[src/rtl/fe_capture_sequencer_pkg.sv]
// Shared encodings for the front-end capture sequencer: FSM states and the
// completion status codes reported to the register block.
package fe_capture_sequencer_pkg;

    typedef enum logic [2:0] {
        FE_SEQ_S_IDLE    = 3'd0,
        FE_SEQ_S_FLUSH   = 3'd1,
        FE_SEQ_S_SETTLE  = 3'd2,
        FE_SEQ_S_ARMED   = 3'd3,
        FE_SEQ_S_CAPTURE = 3'd4,
        FE_SEQ_S_DONE    = 3'd5
    } fe_seq_state_e;

    localparam logic [1:0] FE_SEQ_STAT_NONE    = 2'd0;
    localparam logic [1:0] FE_SEQ_STAT_OK      = 2'd1;
    localparam logic [1:0] FE_SEQ_STAT_TIMEOUT = 2'd2;
    localparam logic [1:0] FE_SEQ_STAT_ABORT   = 2'd3;

    // The front end sees arm asserted while waiting for and during a capture.
    function automatic logic arms_frontend(input fe_seq_state_e s);
        return (s == FE_SEQ_S_ARMED) || (s == FE_SEQ_S_CAPTURE);
    endfunction

    // States in which an abort strobe terminates the sequence.
    function automatic logic abortable(input fe_seq_state_e s);
        return (s == FE_SEQ_S_FLUSH) || (s == FE_SEQ_S_SETTLE) ||
               (s == FE_SEQ_S_ARMED) || (s == FE_SEQ_S_CAPTURE);
    endfunction

endpackage

[src/rtl/fe_seq_timer.sv]
// Loadable counter with zero-detect and compare-equal; counts up or down
// depending on pCOUNT_DOWN. Load takes priority over enable.
module fe_seq_timer #(
    parameter int pWIDTH      = 8,
    parameter bit pCOUNT_DOWN = 1'b0
) (
    input  logic              clk_i,
    input  logic              rst_ni,
    input  logic              load_i,
    input  logic [pWIDTH-1:0] load_val_i,
    input  logic              en_i,
    input  logic [pWIDTH-1:0] cmp_val_i,
    output logic              zero_o,
    output logic              eq_o
);

    logic [pWIDTH-1:0] count_q;
    logic [pWIDTH-1:0] count_d;

    always_comb begin
        count_d = count_q;
        if (load_i) begin
            count_d = load_val_i;
        end else if (en_i) begin
            if (pCOUNT_DOWN) begin
                count_d = count_q - pWIDTH'(1);
            end else begin
                count_d = count_q + pWIDTH'(1);
            end
        end
    end

    always_ff @(posedge clk_i or negedge rst_ni) begin
        if (!rst_ni) begin
            count_q <= '0;
        end else begin
            count_q <= count_d;
        end
    end

    assign zero_o = (count_q == '0);
    assign eq_o   = (count_q == cmp_val_i);

endmodule

[src/rtl/fe_capture_sequencer.sv]
// Sequences one front-end capture: flush FIFO, settle, arm, wait for capture
// start and end, then pulse done with a status code.
module fe_capture_sequencer
    import fe_capture_sequencer_pkg::*;
#(
    parameter int pTIMEOUT_WIDTH = 24,
    parameter int pSETTLE_WIDTH  = 8,
    parameter int pCOUNT_WIDTH   = 8
) (
    input  logic                      cwusb_clk,
    input  logic                      reset_n,
    input  logic                      I_arm_req,
    input  logic                      I_abort,
    input  logic [pSETTLE_WIDTH-1:0]  I_settle_cycles,
    input  logic [pTIMEOUT_WIDTH-1:0] I_timeout_cycles,
    input  logic                      I_fifo_empty,
    input  logic                      I_capturing,
    output logic                      O_fifo_flush,
    output logic                      O_arm,
    output logic                      O_reg_arm,
    output logic                      O_busy,
    output logic                      O_done,
    output logic [1:0]                O_status,
    output logic [pCOUNT_WIDTH-1:0]   O_capture_count,
    output logic [2:0]                O_dbg_state
);

    fe_seq_state_e             state_q, state_d;
    logic [1:0]                status_q, status_d;
    logic                      flush_q, arm_q, reg_arm_q, busy_q, done_q;
    logic [pCOUNT_WIDTH-1:0]   count_q;

    logic                      settle_load, settle_en, settle_zero, settle_eq;
    logic                      tmo_load, tmo_en, tmo_zero, tmo_eq;
    logic                      timeout_hit;
    logic [pTIMEOUT_WIDTH-1:0] tmo_last;
    logic                      unused_timer_flags;

    // Both timers reload on the edge that enters their state.
    assign settle_load = (state_d == FE_SEQ_S_SETTLE) && (state_q != FE_SEQ_S_SETTLE);
    assign settle_en   = (state_q == FE_SEQ_S_SETTLE);
    assign tmo_load    = (state_d == FE_SEQ_S_ARMED) && (state_q != FE_SEQ_S_ARMED);
    assign tmo_en      = (state_q == FE_SEQ_S_ARMED);
    assign tmo_last    = I_timeout_cycles - pTIMEOUT_WIDTH'(1);
    assign timeout_hit = (I_timeout_cycles != '0) && tmo_eq;

    fe_seq_timer #(
        .pWIDTH      (pSETTLE_WIDTH),
        .pCOUNT_DOWN (1'b1)
    ) u_settle_timer (
        .clk_i      (cwusb_clk),
        .rst_ni     (reset_n),
        .load_i     (settle_load),
        .load_val_i (I_settle_cycles),
        .en_i       (settle_en),
        .cmp_val_i  ('0),
        .zero_o     (settle_zero),
        .eq_o       (settle_eq)
    );

    fe_seq_timer #(
        .pWIDTH      (pTIMEOUT_WIDTH),
        .pCOUNT_DOWN (1'b0)
    ) u_timeout_timer (
        .clk_i      (cwusb_clk),
        .rst_ni     (reset_n),
        .load_i     (tmo_load),
        .load_val_i ('0),
        .en_i       (tmo_en),
        .cmp_val_i  (tmo_last),
        .zero_o     (tmo_zero),
        .eq_o       (tmo_eq)
    );

    assign unused_timer_flags = settle_eq ^ tmo_zero;

    always_comb begin
        state_d  = state_q;
        status_d = status_q;
        if (abortable(state_q) && I_abort) begin
            state_d  = FE_SEQ_S_DONE;
            status_d = FE_SEQ_STAT_ABORT;
        end else begin
            case (state_q)
                FE_SEQ_S_IDLE: begin
                    // Abort arriving with the arm strobe cancels it outright.
                    if (I_arm_req && !I_abort) begin
                        status_d = FE_SEQ_STAT_NONE;
                        state_d  = I_fifo_empty ? FE_SEQ_S_SETTLE : FE_SEQ_S_FLUSH;
                    end
                end
                FE_SEQ_S_FLUSH: begin
                    if (I_fifo_empty) begin
                        state_d = FE_SEQ_S_SETTLE;
                    end
                end
                FE_SEQ_S_SETTLE: begin
                    if (settle_zero) begin
                        state_d = FE_SEQ_S_ARMED;
                    end
                end
                FE_SEQ_S_ARMED: begin
                    if (I_capturing) begin
                        state_d = FE_SEQ_S_CAPTURE;
                    end else if (timeout_hit) begin
                        state_d  = FE_SEQ_S_DONE;
                        status_d = FE_SEQ_STAT_TIMEOUT;
                    end
                end
                FE_SEQ_S_CAPTURE: begin
                    if (!I_capturing) begin
                        state_d  = FE_SEQ_S_DONE;
                        status_d = FE_SEQ_STAT_OK;
                    end
                end
                FE_SEQ_S_DONE: begin
                    state_d = FE_SEQ_S_IDLE;
                end
                default: begin
                    state_d = FE_SEQ_S_IDLE;
                end
            endcase
        end
    end

    // Outputs are registered from the next state so they line up with it.
    always_ff @(posedge cwusb_clk or negedge reset_n) begin
        if (!reset_n) begin
            state_q   <= FE_SEQ_S_IDLE;
            status_q  <= FE_SEQ_STAT_NONE;
            flush_q   <= 1'b0;
            arm_q     <= 1'b0;
            reg_arm_q <= 1'b0;
            busy_q    <= 1'b0;
            done_q    <= 1'b0;
            count_q   <= '0;
        end else begin
            state_q   <= state_d;
            status_q  <= status_d;
            flush_q   <= (state_d == FE_SEQ_S_FLUSH);
            arm_q     <= arms_frontend(state_d);
            reg_arm_q <= (state_d == FE_SEQ_S_ARMED);
            busy_q    <= (state_d != FE_SEQ_S_IDLE);
            done_q    <= (state_d == FE_SEQ_S_DONE);
            if ((state_d == FE_SEQ_S_DONE) && (state_q != FE_SEQ_S_DONE) &&
                (status_d == FE_SEQ_STAT_OK) && (count_q != '1)) begin
                count_q <= count_q + pCOUNT_WIDTH'(1);
            end
        end
    end

    assign O_fifo_flush    = flush_q;
    assign O_arm           = arm_q;
    assign O_reg_arm       = reg_arm_q;
    assign O_busy          = busy_q;
    assign O_done          = done_q;
    assign O_status        = status_q;
    assign O_capture_count = count_q;
    assign O_dbg_state     = state_q;

endmodule

[config.mk]
export PLATFORM = sky130hd
export DESIGN_NAME = fe_capture_sequencer
export DESIGN_NICKNAME = d
export VERILOG_FILES = /design/src/rtl/fe_capture_sequencer_pkg.sv /design/src/rtl/fe_seq_timer.sv /design/src/rtl/fe_capture_sequencer.sv
export SDC_FILE = /design/constraint.sdc
export NUM_CORES = 1
export LEC_CHECK = 0
export CAP_MARGIN = 20
export CORE_MARGIN = 1.5
export CORE_UTILIZATION = 49
export DETAILED_ROUTE_END_ITERATION = 7
export PLACE_DENSITY = 0.84
export SKIP_LAST_GASP = 1
export SLEW_MARGIN = 10
export SYNTH_ARGS = -nofsm -noshare
export SYNTH_HDL_FRONTEND = slang
export SYNTH_SLANG_ARGS = --single-unit
[constraint.sdc]
create_clock -name cwusb_clk -period 2.53 [get_ports cwusb_clk]
set_input_delay 0.253 -clock cwusb_clk [delete_from_list [all_inputs] [get_ports cwusb_clk]]
set_output_delay 0.253 -clock cwusb_clk [all_outputs]
set_load 0.02 [all_outputs]
==> results of run 1 <==
layer usage:
layer,track usage (%),wire [um]
met1,34.8,4530
met2,52.5,5850
met3,3.64,671
met4,13.2,423
met5,0,0
through the flow:
stage                     TNS, ps  setup slack [ps]  utilization [%]  area, um^2  hold slack (ps)
after floorplan             -2230              -276                -        3620            -42.6
after global placement     -13600              -746             70.8        4920              259
after detailed placement   -15430              -852             70.8        4920              254
after CTS                   -4000              -294             74.3        5160              453
after global routing        -3930              -285             77.3        5370              458
final                       -2330              -222             77.3        5370              436
worst paths after layout:
check                                            endpoint  cells after the start
setup / recovery           O_capture_count[1]$_DFFE_PN0P_                     11
hold / removal                   O_dbg_state[1]$_DFF_PN0_                      3
setup reg to reg           O_capture_count[4]$_DFFE_PN0P_                      9
hold reg to reg            O_capture_count[4]$_DFFE_PN0P_                      1
max in group asynchronous        O_dbg_state[0]$_DFF_PN0_                      3
min in group cwusb_clk     O_capture_count[4]$_DFFE_PN0P_                      1
cell families (layout without fill, tap and decap cells):
kind of cell	Yosys count	after routing
mux	4	4
fa+ha+maj	5	5
buf+inv	28	175
xor+xnor	35	35
flops	50	50
compound gates	105	105
simple gates	207	207
power by group:
part,leakage [uW],switching (uW),internal (uW)
Combinational,0.00157,1270,1150
Clock,0.0000563,300,302
Sequential,0.000654,296,1040
worst max-delay path, stage by stage:
cell and delay, ps:
buf_6 90, or4_4 540, or4_4 580, buf_4 170, o32a_1 290, nor2_2 120, a2111oi_2 50, o2111a_2 230
a21o_4 260, nand3_4 70, mux2_4 300
flip-flops by register name (all words and copies together) (netlist names):
| name | flops |
|---|---|
| O_fifo_flush | 1 |
| O_reg_arm | 1 |
| O_dbg_state | 3 |
| u_settle_timer.count_q | 8 |
| O_capture_count | 8 |
| O_arm | 1 |
| O_status | 2 |
| u_timeout_timer.count_q | 24 |
| O_done | 1 |
| O_busy | 1 |
layout make-up:
| class | instances | area, um^2 | share of cell area [%] |
|---|---|---|---|
| Multi-Input combinational cell | 356 | 2520 | 47.0 |
| Sequential cell | 50 | 1250 | 23.4 |
| Inverter | 14 | 52.6 | 0.979 |
| Timing Repair Buffer | 153 | 1300 | 24.2 |
| Clock buffer | 5 | 68.8 | 1.28 |
| Tap cell | 96 | 120 | 2.24 |
| Clock inverter | 3 | 48.8 | 0.909 |
what timing repair did:
item / CTS / global route
resized for setup: 58 / 52
pin swaps: 19 / 21
hold buffers: 1 / 0
hold endpoints to repair: 50 / 0
buffers inserted: 3 / 3
gates cloned: 0 / 0
setup endpoints to repair: 21 / 42
cells in the final DEF (no fill, tap or decap), drive strengths merged, types with 10 or more instances in the layout:
cell,netlist,routed
nor4,11,11
nor3,12,12
xor2,11,11
a21oi,17,17
and3,11,11
clkdlybuf4s50,0,35
nand4,11,11
inv,14,15
o21ai,46,46
xnor2,24,24
nor2,31,31
buf,2,104
or3,10,10
dfrtp,50,50
nand3,44,44
nand2,35,35
synthesized netlist by cell type (all sizes together) (7+ instances only):
library cell / number
or2: 7
a31oi: 7
nand2: 35
dfrtp: 50
a21oi: 17
clkbuf: 12
nor4: 11
xnor2: 24
nor2: 31
nand3: 44
and3: 11
nand4: 11
or3: 10
xor2: 11
o21ai: 46
nor3: 12
inv: 14
==> metrics.csv, run 1 <==
metric;value;unit
Filler Cells Inserted;445;
Netlist cell types;61;
Cell Area, Synth;3580;um^2
Iteration-0 DRC Markers;335;
Worst Clk Skew;22.9;ps
die footprint;7840;um^2
final hold viol count;0;
vias in the first global route;4071;
RSZ-0062 raised after global routing;yes;
WL/cell;16.9;um
critical path arrival;2950;ps
crit-path max FO;4;
# DRC;0;
Startpoint Class;input port;
Pins Over Slew Limit;0;
RD Place Congestion;0.927;
sequential share of the synthesized area;34.9;%
status;finished, violations left;
ant diodes;0;
nets;623;
pwr dens;812;nW/um^2
Post-Syn Area per Cell;8.26;um^2
Post-DP HPWL;7710;um
Tot Pwr;4360;uW
Compound-Gate Fraction of Synth Area;19.2;%
total track usage;29.2;%
worst setup path startpoint;I_timeout_cycles[19];
Final period util;109;%
Num Clock Sinks;50;
worst min-delay path category;input port to asynchronous set/reset pin;
CTS max path bufs;2;
failing checks;setup timing;
crit path kind;input port to flop;
core area;6940;um^2
worst path required time;2730;ps
Initial Util;51.6;%
Final ANT Viol Nets;0;
fin cells;677;
Num CTS Buffers;5;
leakage;0.00228;uW
area leader, netlist;dfrtp_1;
H-tree levels;2;
max-cap viol count;0;
synthesized instance count;434;
fin crit period;2750;ps
share of cells above drive strength 1;31.8;%
Most used DFF post-synth;dfrtp_1;
WL final;11500;um
Synth top area share;34.9;%
via count;4084;
Die X;88.5;um
Worst-Margin Slew;453;ps
EDFF count, synth;0;
Synth-to-Final Area Change;49.8;%
worst rel slew slack;69.8;%
grt ovf;0;
Worst-Skew Late Latency;320;ps
Synth Area in Adders;1.75;%
top post-synthesis cells by area;dfrtp_1 35%, o21ai_0 6.3%, nand3_1 6.0%, xnor2_1 5.9%, nand2_1 3.7%;
Root Buffer;clkbuf_8;
antenna violations before repair;0;
DR pass1 iterations;6;
Synth Register Bits;50;
first-pass GRT wire length;18000;um
num ports;56;
Async S/R FF share, synth;100;%
f_max;363;MHz
largest family of logic cells by synthesized area;simple AND/OR/NAND/NOR gates;
worst reg2reg startpoint;O_dbg_state[1]$_DFF_PN0_;
number of port buffers;55;
CTS tree;yes;
xor/xnor share of the synthesized area;8.55;%
DP Cell Count;662;
Worst R2R Setup Slack;-130;ps
Syn. warnings;0;
num rows;30;
vias per inst;6.03;
Die H;88.5;um
largest net degree at the start of global routing;51;
Worst-path clk slew;120;ps
VDD IR-drop max;0.000749;V
Setup violations, final;17;
CP Capture Type;flop;
multiplexer area fraction after synthesis;1.22;%
Syn Nets;477;
simple-gate share of the synthesized area;31.4;%
PnR worst setup slack;-222;ps
Note: power is estimated with default switching activity, not from simulation.
==> inputs of run 2 (changes only) <==
- SKIP_LAST_GASP: 1 -> default
==> results of run 2 <==
Same layout as run 1: the final DEF is identical, and so are final timing and power.
==> inputs of run 3 (changes only) <==
- CORE_UTILIZATION: 49 -> 58
- DONT_BUFFER_PORTS: default -> 1
- PLACE_DENSITY: 0.84 -> 0.83
==> run 3 against run 2 <==
- the run still ends with setup timing left
- clock-buffer cell count did not move
- sequential share of layout area increased by 5.2 points
- final cell count decreased by 16%
- non-clock buffer count down 87
- critical endpoint is now O_capture_count[4]$_DFFE_PN0P_
==> metrics.csv, run 3 (synthesized netlist as in run 1, its figures left out) <==
metric;value;unit;change
die footprint;6660;um^2;was 7840 um^2
vias in the first global route;3376;;was 4071
worst path required time;2730;ps;about the same
DR pass1 iterations;4;;was 6
Synth-to-Final Area Change;22.3;%;was 49.8%
Num CTS Buffers;5;;unchanged
total track usage;28.6;%;was 29.2%
final hold viol count;0;;unchanged
Root Buffer;clkbuf_8;;unchanged
metal1 wirelength;3920;um;was 4530 um
Finished Core Util;73.6;%;was 77.3%
CTS tree;yes;;unchanged
max reg flops;24;;unchanged
Setup violations, final;5;;was 17
max-cap viol count;0;;unchanged
fin cells;569;;was 677
Initial Util;60.2;%;was 51.6%
Pins Over Slew Limit;0;;unchanged
fin crit period;2600;ps;was 2750 ps
Worst-path clk slew;100;ps;was 120 ps
antenna violations before repair;0;;unchanged
Startpoint Class;flop;;was input port
pwr dens;858;nW/um^2;was 812 nW/um^2
Cell Area, Placed;4110;um^2;was 4920 um^2
Reg with most FFs;u_timeout_timer.count_q;;unchanged
number of port buffers;0;;was 55
routed length on met3;535;um;was 671 um
Tot Pwr;3760;uW;was 4360 uW
RD Place Congestion;0.884;;was 0.927
CTS max path bufs;2;;unchanged
grt ovf;0;;unchanged
Num Clock Sinks;50;;unchanged
PnR worst setup slack;-69.5;ps;was -222 ps
Die X;81.6;um;was 88.5 um
crit path kind;flop to flop;;was input port to flop
core area;5960;um^2;was 6940 um^2
critical path arrival;2800;ps;was 2950 ps
leading cell types in the layout, fill and taps excluded;61 x buf_4, 49 x dfrtp_1, 44 x o21ai_0, 43 x nand3_1, 34 x nand2_1;;was 92 x buf_4, 48 x dfrtp_1, 43 x o21ai_0, 41 x nand3_1, 35 x clkdlybuf4s50_1
max layer used;met4;;unchanged
num ports;56;;unchanged
num rows;28;;was 30
VDD IR-drop max;0.000670;V;was 0.000749 V
RSZ-0062 raised after global routing;yes;;unchanged
vias per inst;6.36;;was 6.03
crit-path max FO;10;;was 4
first-pass GRT wire length;14700;um;was 18000 um
ant diodes;0;;unchanged
CP Capture Type;flop;;unchanged
f_max;385;MHz;was 363 MHz
final instance area;4390;um^2;was 5370 um^2
WL/cell;16.3;um;was 16.9 um
Worst-Margin Slew;454;ps;was 453 ps
Filler Cells Inserted;443;;was 445
Final ANT Viol Nets;0;;unchanged
most common cell after layout, fill and taps aside;buf_4;;unchanged
leakage;0.00179;uW;was 0.00228 uW
share of cells above drive strength 1;24.3;%;was 31.8%
Die H;81.6;um;was 88.5 um
met2 routed wirelength;4620;um;was 5850 um
# DRC;0;;unchanged
hold depth;2;;
worst min-delay path category;input port to flop;;was input port to asynchronous set/reset pin
largest net degree at the start of global routing;51;;unchanged
DP Cell Count;556;;was 662
Post-DP HPWL;6820;um;was 7710 um
Iteration-0 DRC Markers;242;;was 335
via count;3618;;was 4084
Worst Clk Skew;8.70;ps;was 22.9 ps
Reg2Reg Depth;9;;unchanged
status;finished, violations left;;unchanged
failing checks;setup timing;;unchanged
Final period util;103;%;was 109%
worst rel slew slack;69.7;%;was 69.8%
nets;536;;was 623
worst slack at placement;-404;ps;was -852 ps
Worst-Skew Late Latency;310;ps;was 320 ps
WL final;9270;um;was 11500 um
H-tree levels;2;;unchanged
## run 3: cell count changes in the layout (fill, tap and decap cells not counted), moves of 3 or more
cell,previous run,this run
buf_2,4,0
nor4_2,5,0
buf_6,7,3
clkbuf_2,3,0
dlymetal6s2s_1,7,0
nor4_1,2,8
clkdlybuf4s50_1,35,0
buf_4,92,61
## run 3: layout make-up
cell class	count	area [um^2]	area share, %
clock inverters	3	23.8	0.542
clock buffers	5	68.8	1.57
well taps	75	93.8	2.14
flip-flops and latches	50	1250	28.6
inverters	14	52.6	1.20
repair buffers	66	529	12.1
multi-input cells	356	2360	53.9
## run 3: path summary, 6_finish.rpt
path                                                    startpoint                                      end  slack (ps)
max                                       O_dbg_state[0]$_DFF_PN0_           O_capture_count[4]$_DFFE_PN0P_         -70
min in group asynchronous                                  reset_n           O_capture_count[5]$_DFFE_PN0P_         440
min                                             I_settle_cycles[5]    u_settle_timer.count_q[5]$_DFFE_PN0P_          80
max in group asynchronous                                  reset_n                 O_dbg_state[2]$_DFF_PN0_        1840
max reg2reg                               O_dbg_state[0]$_DFF_PN0_           O_capture_count[4]$_DFFE_PN0P_         -70
min reg2reg                u_timeout_timer.count_q[12]$_DFFE_PN0P_  u_timeout_timer.count_q[12]$_DFFE_PN0P_         540
## run 3: power breakdown
group          internal [uW]  switching [uW]
Combinational            869            1000
Sequential              1040             370
Clock                    198             281
Total                   2110            1650
## run 3: timing repair
item                                    4_1_cts  5_1_grt
pin swaps                                     8        4
resized for setup                            12       19
endpoints found under the setup margin       13       18
buffers inserted                              1        2
endpoints found under the hold margin        50        0
hold buffers                                  2        0
## run 3: layer usage
metal	GRT usage [%]	vias to the layer above
met5	0	-
met4	11.0	0
met3	4.56	19
met2	51.1	146
met1	34.3	1726
li1	-	1727
## run 3: worst max-delay path: stages, from the launching register on
cell	delay, ps
dfrtp_1	500
or2_2	360
a211oi_2	340
o21ai_0	190
a21o_1	250
nor4_4	270
a21o_4	200
buf_6	100
nand4b_1	120
xnor2_1	160
## run 3: through the flow
| step | hold WS, ps | TNS, ps |
|---|---|---|
| floorplan | -42.6 | -2230 |
| global placement | -41.6 | -4390 |
| detailed placement | -41.6 | -5610 |
| CTS | 70.2 | 0 |
| global route | 93.3 | -824 |
| finish | 77.5 | -171 |
